## config.mk

```make
export PLATFORM = sky130hd
export DESIGN_NAME = uart_tx_arbiter
export DESIGN_NICKNAME = d
export VERILOG_FILES = /design/src/rtl/uart_tx_arbiter.sv
export SDC_FILE = /design/constraint.sdc
export NUM_CORES = 1
export LEC_CHECK = 0
export ABC_AREA = 1
export BUFFER_PORTS_ARGS = -buffer_cell sky130_fd_sc_hd__buf_4
export CAP_MARGIN = 20
export CORE_UTILIZATION = 55
export CTS_CLUSTER_SIZE = 16
export DETAILED_ROUTE_END_ITERATION = 8
export PLACE_DENSITY = 0.89
export SYNTH_ARGS = -nofsm -noshare
export SYNTH_HDL_FRONTEND = slang
export SYNTH_SLANG_ARGS = --single-unit
```

## constraint.sdc

```tcl
create_clock -name sys_clk -period 5.8 [get_ports sys_clk]
set_input_delay 0 -clock sys_clk [delete_from_list [all_inputs] [get_ports sys_clk]]
set_output_delay 0 -clock sys_clk [all_outputs]
set_load 0.005 [all_outputs]
```

## src/rtl/uart_tx_arbiter.sv

```systemverilog
// Round-robin arbiter sharing one uart_tx between NUM_SRC byte-stream sources.
// A grant covers a whole packet and is revoked only by src_last completion or a stall timeout.
module uart_tx_arbiter #(
    parameter int NUM_SRC     = 4,
    parameter int TIMEOUT_CLK = 50_000
) (
    input  logic                 sys_clk,
    input  logic                 sys_rst_n,
    input  logic [NUM_SRC-1:0]   src_valid,
    input  logic [8*NUM_SRC-1:0] src_data,
    input  logic [NUM_SRC-1:0]   src_last,
    output logic [NUM_SRC-1:0]   src_ready,
    output logic [NUM_SRC-1:0]   grant,
    output logic                 busy,
    output logic                 timeout_err,
    output logic [7:0]           uart_tx_data,
    output logic                 uart_tx_req,
    input  logic                 uart_tx_done
);

    localparam int PTR_W = $clog2(NUM_SRC);
    localparam int CNT_W = (TIMEOUT_CLK > 2) ? $clog2(TIMEOUT_CLK) : 1;
    localparam logic [PTR_W-1:0] PTR_RST = PTR_W'(NUM_SRC - 1);
    localparam logic [CNT_W-1:0] CNT_MAX = CNT_W'(TIMEOUT_CLK - 1);

    typedef enum logic [1:0] {
        S0_IDLE,
        S1_LOAD,
        S2_SEND
    } state_t;

    state_t                    state, state_d;
    logic [PTR_W-1:0]          ptr, ptr_d, win;
    logic [CNT_W-1:0]          cnt, cnt_d;
    logic                      last_q, last_d;
    logic                      any_valid;
    logic [NUM_SRC-1:0]        grant_d, ready_d;
    logic [7:0]                data_d;
    logic                      req_d, terr_d;
    logic [NUM_SRC-1:0][7:0]   src_bytes;

    assign src_bytes = src_data;

    // Source index k steps after p, wrapping modulo NUM_SRC.
    function automatic logic [PTR_W-1:0] nxt(input logic [PTR_W-1:0] p, input int k);
        int v;
        v = int'(p) + k;
        if (v >= NUM_SRC) v = v - NUM_SRC;
        return PTR_W'(v);
    endfunction

    // Scan from farthest to nearest so the closest valid source after ptr wins.
    always_comb begin
        win       = ptr;
        any_valid = |src_valid;
        for (int k = NUM_SRC; k >= 1; k--) begin
            if (src_valid[nxt(ptr, k)]) win = nxt(ptr, k);
        end
    end

    always_comb begin
        state_d = state;
        ptr_d   = ptr;
        cnt_d   = cnt;
        last_d  = last_q;
        grant_d = grant;
        data_d  = uart_tx_data;
        req_d   = 1'b0;
        ready_d = '0;
        terr_d  = 1'b0;
        unique case (state)
            S0_IDLE: begin
                if (any_valid) begin
                    ptr_d   = win;
                    grant_d = NUM_SRC'(1) << win;
                    cnt_d   = '0;
                    state_d = S1_LOAD;
                end
            end
            S1_LOAD: begin
                if (src_valid[ptr]) begin
                    data_d  = src_bytes[ptr];
                    last_d  = src_last[ptr];
                    req_d   = 1'b1;
                    ready_d = NUM_SRC'(1) << ptr;
                    state_d = S2_SEND;
                end else if (cnt == CNT_MAX) begin
                    terr_d  = 1'b1;
                    grant_d = '0;
                    state_d = S0_IDLE;
                end else begin
                    cnt_d = cnt + 1'b1;
                end
            end
            S2_SEND: begin
                if (uart_tx_done) begin
                    if (last_q) begin
                        grant_d = '0;
                        state_d = S0_IDLE;
                    end else begin
                        cnt_d   = '0;
                        state_d = S1_LOAD;
                    end
                end
            end
            default: state_d = S0_IDLE;
        endcase
    end

    // Every output is a flop; busy tracks the next state so it equals state != S0_IDLE.
    always_ff @(posedge sys_clk or negedge sys_rst_n) begin
        if (!sys_rst_n) begin
            state        <= S0_IDLE;
            ptr          <= PTR_RST;
            cnt          <= '0;
            last_q       <= 1'b0;
            grant        <= '0;
            busy         <= 1'b0;
            src_ready    <= '0;
            timeout_err  <= 1'b0;
            uart_tx_data <= 8'h00;
            uart_tx_req  <= 1'b0;
        end else begin
            state        <= state_d;
            ptr          <= ptr_d;
            cnt          <= cnt_d;
            last_q       <= last_d;
            grant        <= grant_d;
            busy         <= (state_d != S0_IDLE);
            src_ready    <= ready_d;
            timeout_err  <= terr_d;
            uart_tx_data <= data_d;
            uart_tx_req  <= req_d;
        end
    end

endmodule

```

# == Word-level counts from Yosys, hierarchy flattened ==
# Cells that the tools add are included.
# totals
in_bits,43
word_cells,95
out_inout_bits,19
register_bits,40
# classes
reduce_logical,8
n_mux,47
n_shift,2
magnitude_cmp,9
eq_ne,10
n_addsub,9
# ops
operator,n
16-bit two-way mux,5
16-bit case mux with 3 select lines,1
4-bit two-way mux,7
2-bit two-way mux,12
16-bit by 1-bit adder with 16-bit output (second input constant),1
8-bit binary-select mux with 2-bit select,1
16-bit == test (second input constant),1
2-bit by 3-bit less-than comparator with 1-bit output (second input constant),5
2-bit inequality test (second input constant),7
1-bit binary-select mux with 2-bit select,6
1-bit two-way mux,12
4-bit case mux with 3 select lines,1
6-bit AND reduction,2
3-bit >= comparator (second input constant),3
8-bit two-way mux,1
1-bit by 2-bit left shift with 4-bit output (first input constant),2
2-bit by 1-bit subtractor with 2-bit output (second input constant),4
2-bit by 2-bit adder with 3-bit output (second input constant),2
2-bit case mux with 3 select lines,1
2-bit by 3-bit adder with 4-bit output (second input constant),1
4-bit by 3-bit >= comparator with 1-bit output (second input constant),1
2-bit AND reduction,2
4-bit OR reduction,1
2-bit by 1-bit adder with 3-bit output (second input constant),1
other kinds (5),5

# == Longest topological paths before layout ==
# depth
depth_word,12
ltp_mapped,13
depth_no_buf,11

# == Least setup slack after synthesis ==
# OpenSTA, ideal clock, no wires.
# synth_timing
kind,register to register
startpoint,register ptr[0]
endpoint,register grant[2]
path_buffers,2
synth_period_minus_slack_ps,1920
setup_ps,118
setup_slack_ps,3880
stages_incl_launch_ff,14
arrival_ps,1802
path_cell_list,dfstp_2 > buf_6 > inv_4 > clkbuf_1 > ha_1 > inv_1 > nand3_1 > nand2_1 > inv_1 > nand2_1 > nand2_1 > nand2_1 > nand3_1 > nand2_1
# synth_via
elab_chain_cells,12
elab_cells_between_ends,35
cone_classes,add/sub: 8; order compare: 4; eq/ne: 1; shift: 1; mux: 20; reduce/logical: 1
# synth_rtl
element,line_no,rtl
start: declaration,33,"logic [PTR_W-1:0] ptr, ptr_d, win;"
start signal: assignment,125,ptr <= ptr_d;
2-bit by 3-bit adder with 4-bit output,47,v = int'(p) + k;
4-bit by 3-bit >= comparator with 1-bit output / 2-bit by 1-bit subtractor with 2-bit output (equally long branches),48,if (v >= NUM_SRC) v = v - NUM_SRC;
2-bit two-way mux,48,
1-bit binary-select mux with 2-bit select,57,"if (src_valid[nxt(ptr, k)]) win = nxt(ptr, k);"
1-bit two-way mux (not written as such),57,
2-bit two-way mux (4 in a row),57,
1-bit by 2-bit left shift with 4-bit output,75,grant_d = NUM_SRC'(1) << win;
4-bit two-way mux,73,if (any_valid) begin
4-bit case mux with 3 select lines,71,unique case (state)
end signal: assignment,128,grant <= grant_d;
end: declaration,13,"output logic [NUM_SRC-1:0] grant,"
# Parallel ways exist; a longest one is shown, timed or not. The select of a mux whose other input is x is not followed.
# A chain may end at the register's enable or synchronous reset.

# == Worst setup path in the final report ==
# Ends and elaborated chain as after synthesis.

==> reports/qor.csv <==
stage,metric,value,unit
logic_synthesis,synth.top_cell.area_share,0.350,
route,num_vias,2695,
timing,setup_viol,0,
logic_synthesis,syn_avg_cell_area,6.98,um2
cts,clock-sinks,40,
pwr,powerDensity,433,nW/um2
cts,cts_max_path_buffers,2,
logic_synthesis,synth_seq_cells,40,
logic_synthesis,ys_top_cells_by_count,"nand2_1, nor2_1, dfrtp_1",
logic_synthesis,synth_enable_flop_cells,0,
logic_synthesis,yosysMostFrequentCell,nand2_1,
job,drv_cap,0,
pwr,leakage,0.00170,uW
worst_setup_path,cp_data_required_time,6.04,ns
global_route,gr-total-overflow,0,
timing,finalSetupTns,0,ns
logic_synthesis,seq_area_frac_synth,0.370,
global_route,grt_use_total,0.266,
logic_synthesis,synthCells,389,
route,drt_iter0_drc,152,
route,routedWlPerCell,12.3,um
timing,slew_violations,0,
timing,min_period_over_period,0.394,
placement,port_buffers,61,
pwr,vdd_drop_max,0.386,mV
logic_synthesis,synth_fp_nets,442,
final_layout,fill_cells,389,
timing,period_minus_slack,2.28,ns
cts,cts-root-buf,clkbuf_8,
min_path,hold_class,input pin to flip-flop,
worst_setup_path,cp-start-kind,flip-flop,
placement,gp_congestion,0.924,
final_layout,nets,498,
timing,max_slew.worst_pin.slew,0.582,ns
logic_synthesis,async_flop_share,1.00,
die,fp.coreArea,4720,um2
die,start_util,0.575,
die,ios,62,
timing,rsz0062_at_grt,no,
global_route,grt_pass1_wl,11000,um
global_route,grt_antenna_before_repair,0,
die,die_w,72.2,um
route,viasPerCell,5.25,
status,status,"complete, no violations",
final_layout,antenna_cells,0,
logic_synthesis,synth_area_leader_cell,dfrtp_1,
placement,post-dp-hpwl,4630,um
worst_setup_path,crit_path_end_kind,flip-flop,
timing,timing.hold.ws,0.0768,ns
final_layout,final_layout_size_suffix_gt1_frac,0.204,
worst_setup_path,arrival,2.52,ns
logic_synthesis,ys_top_cells_by_area,"dfrtp_1, nand2_1, nor2_1",
logic_synthesis,syn_area,2710,um2
worst_setup_path,cp_max_fo,30,
timing,slew_headroom,0.612,
route,drc,0,
die,dieArea,5220,um2
logic_synthesis,ys.flop_type,dfrtp_1,
global_route,grt_max_degree,41,
cts,insertion_delay,0.29,ns
global_route,grt_pass1_vias,2617,
die,fp.dieH,72.2,um
route,wl,6340,um
route,dr.pass1.iters,4,
worst_setup_path,path_class,flip-flop to flip-flop,
cts,cts_tree,done,
timing,finalHoldViolCount,0,
logic_synthesis,synth_cell_type_count,38,
timing,fmax,438,MHz
timing,finClkSkew,0.00866,ns
cts,htree_levels,2,
final_layout,area_delta_synth_final,22.4,%
die,rows,25,
cts,clkTransAtPathRegs,0.08,ns
cts,numCtsBuffers,5,
route,ant_nets,0,
logic_synthesis,yosys_warnings,0,
==> state kept, by name, summed over array words and instances, names as in the netlist, 2 cells and up <==
signal,count
cnt,16
src_ready,4
state,2
ptr,2
uart_tx_data,8
grant,4
==> per-stage QoR <==
stage                     power (uW)  instance area [um2]  std cells  setup WS, ns  utilization
after floorplan                  990                 2710        389          3.88            -
after global placement          1140                 3180        504          3.60        0.673
after detailed placement        1170                 3180        504          3.55        0.673
after CTS                       1440                 3320        513          3.53        0.703
after global routing            1570                 3320        513          3.27        0.703
final                           1440                 3320        513          3.52        0.703
==> final cells by class <==
type | count | area (um2) | share of cell area
sequential | 40 | 1000 | 0.302
clock inverter | 2 | 60.1 | 0.0181
clock buffer | 6 | 72.6 | 0.0219
inverter | 42 | 168 | 0.0505
tap | 67 | 83.8 | 0.0252
timing repair buffer | 62 | 468 | 0.141
multi-input combinational | 294 | 1470 | 0.441
==> cell usage in the layout (no fill, tap or decap), types with 3 or more instances in the layout <==
cell type,instances
nand2_2,4
nand2_1,125
clkbuf_8,5
ha_1,10
buf_4,61
o21ai_2,4
nand4_1,3
nand3_1,32
inv_1,37
xor2_1,6
nor2_1,48
o21ai_0,24
nand3b_1,3
o22ai_1,9
o21ai_1,7
nor3_1,4
dfrtp_1,38
==> logic make-up after synthesis <==
logic type,after synthesis,share of synthesized area
DFF,40,0.370
buffers and inverters,55,0.0904
xor gates and xnor gates,7,0.0226
and+or+nand+nor,229,0.371
adders and majority gates,10,0.0461
AOI/OAI and AO/OA,48,0.101
==> path summary, 6_finish.rpt <==
check                      cells after the start                        start  slack [ns]                           to
max                                           11           ptr[0]$_DFFE_PN1P_        3.52         grant[2]$_DFFE_PN0P_
min                                            5                  src_data[7]        0.08  uart_tx_data[7]$_DFFE_PN0P_
max reg2reg                                   11           ptr[0]$_DFFE_PN1P_        3.52         grant[2]$_DFFE_PN0P_
min reg2reg                                    2  uart_tx_data[6]$_DFFE_PN0P_        0.50  uart_tx_data[6]$_DFFE_PN0P_
max in group asynchronous                      2                    sys_rst_n        5.22           ptr[0]$_DFFE_PN1P_
min in group asynchronous                      2                    sys_rst_n        0.21           cnt[4]$_DFFE_PN0P_
==> critical path, cell delays in order (launching register included) <==
cell and delay (ns):
dfstp_2 0.87, inv_4 0.21, ha_1 0.38, inv_1 0.09, nand3_1 0.11, nand2_1 0.09
inv_1 0.06, nand2_1 0.08, nand2_1 0.05, nand2_1 0.12, nand3_1 0.08, nand2_1 0.07
==> repair_timing <==
| item | 4_1_cts | 5_1_grt |
|---|---|---|
| endpoints found under the hold margin | 38 | 0 |
| hold buffers | 1 | 0 |
| gates resized for setup | 0 | 0 |
| setup buffers | 0 | 0 |
==> where the power goes <==
| group | total, uW | switching [uW] | internal (uW) |
|---|---|---|---|
| combinational | 730 | 459 | 271 |
| sequential | 440 | 84.4 | 356 |
| clock | 269 | 97.2 | 172 |
==> per-layer routing <==
| metal | global-route usage | wire (um) | part of all wire |
|---|---|---|---|
| met3 | 0.0431 | 301 | 0.048 |
| met5 | 0 | 0 | 0 |
| met1 | 0.329 | 2730 | 0.43 |
| met2 | 0.468 | 3220 | 0.51 |
| met4 | 0.0959 | 87 | 0.014 |
Note: power is estimated with default switching activity, not from simulation.
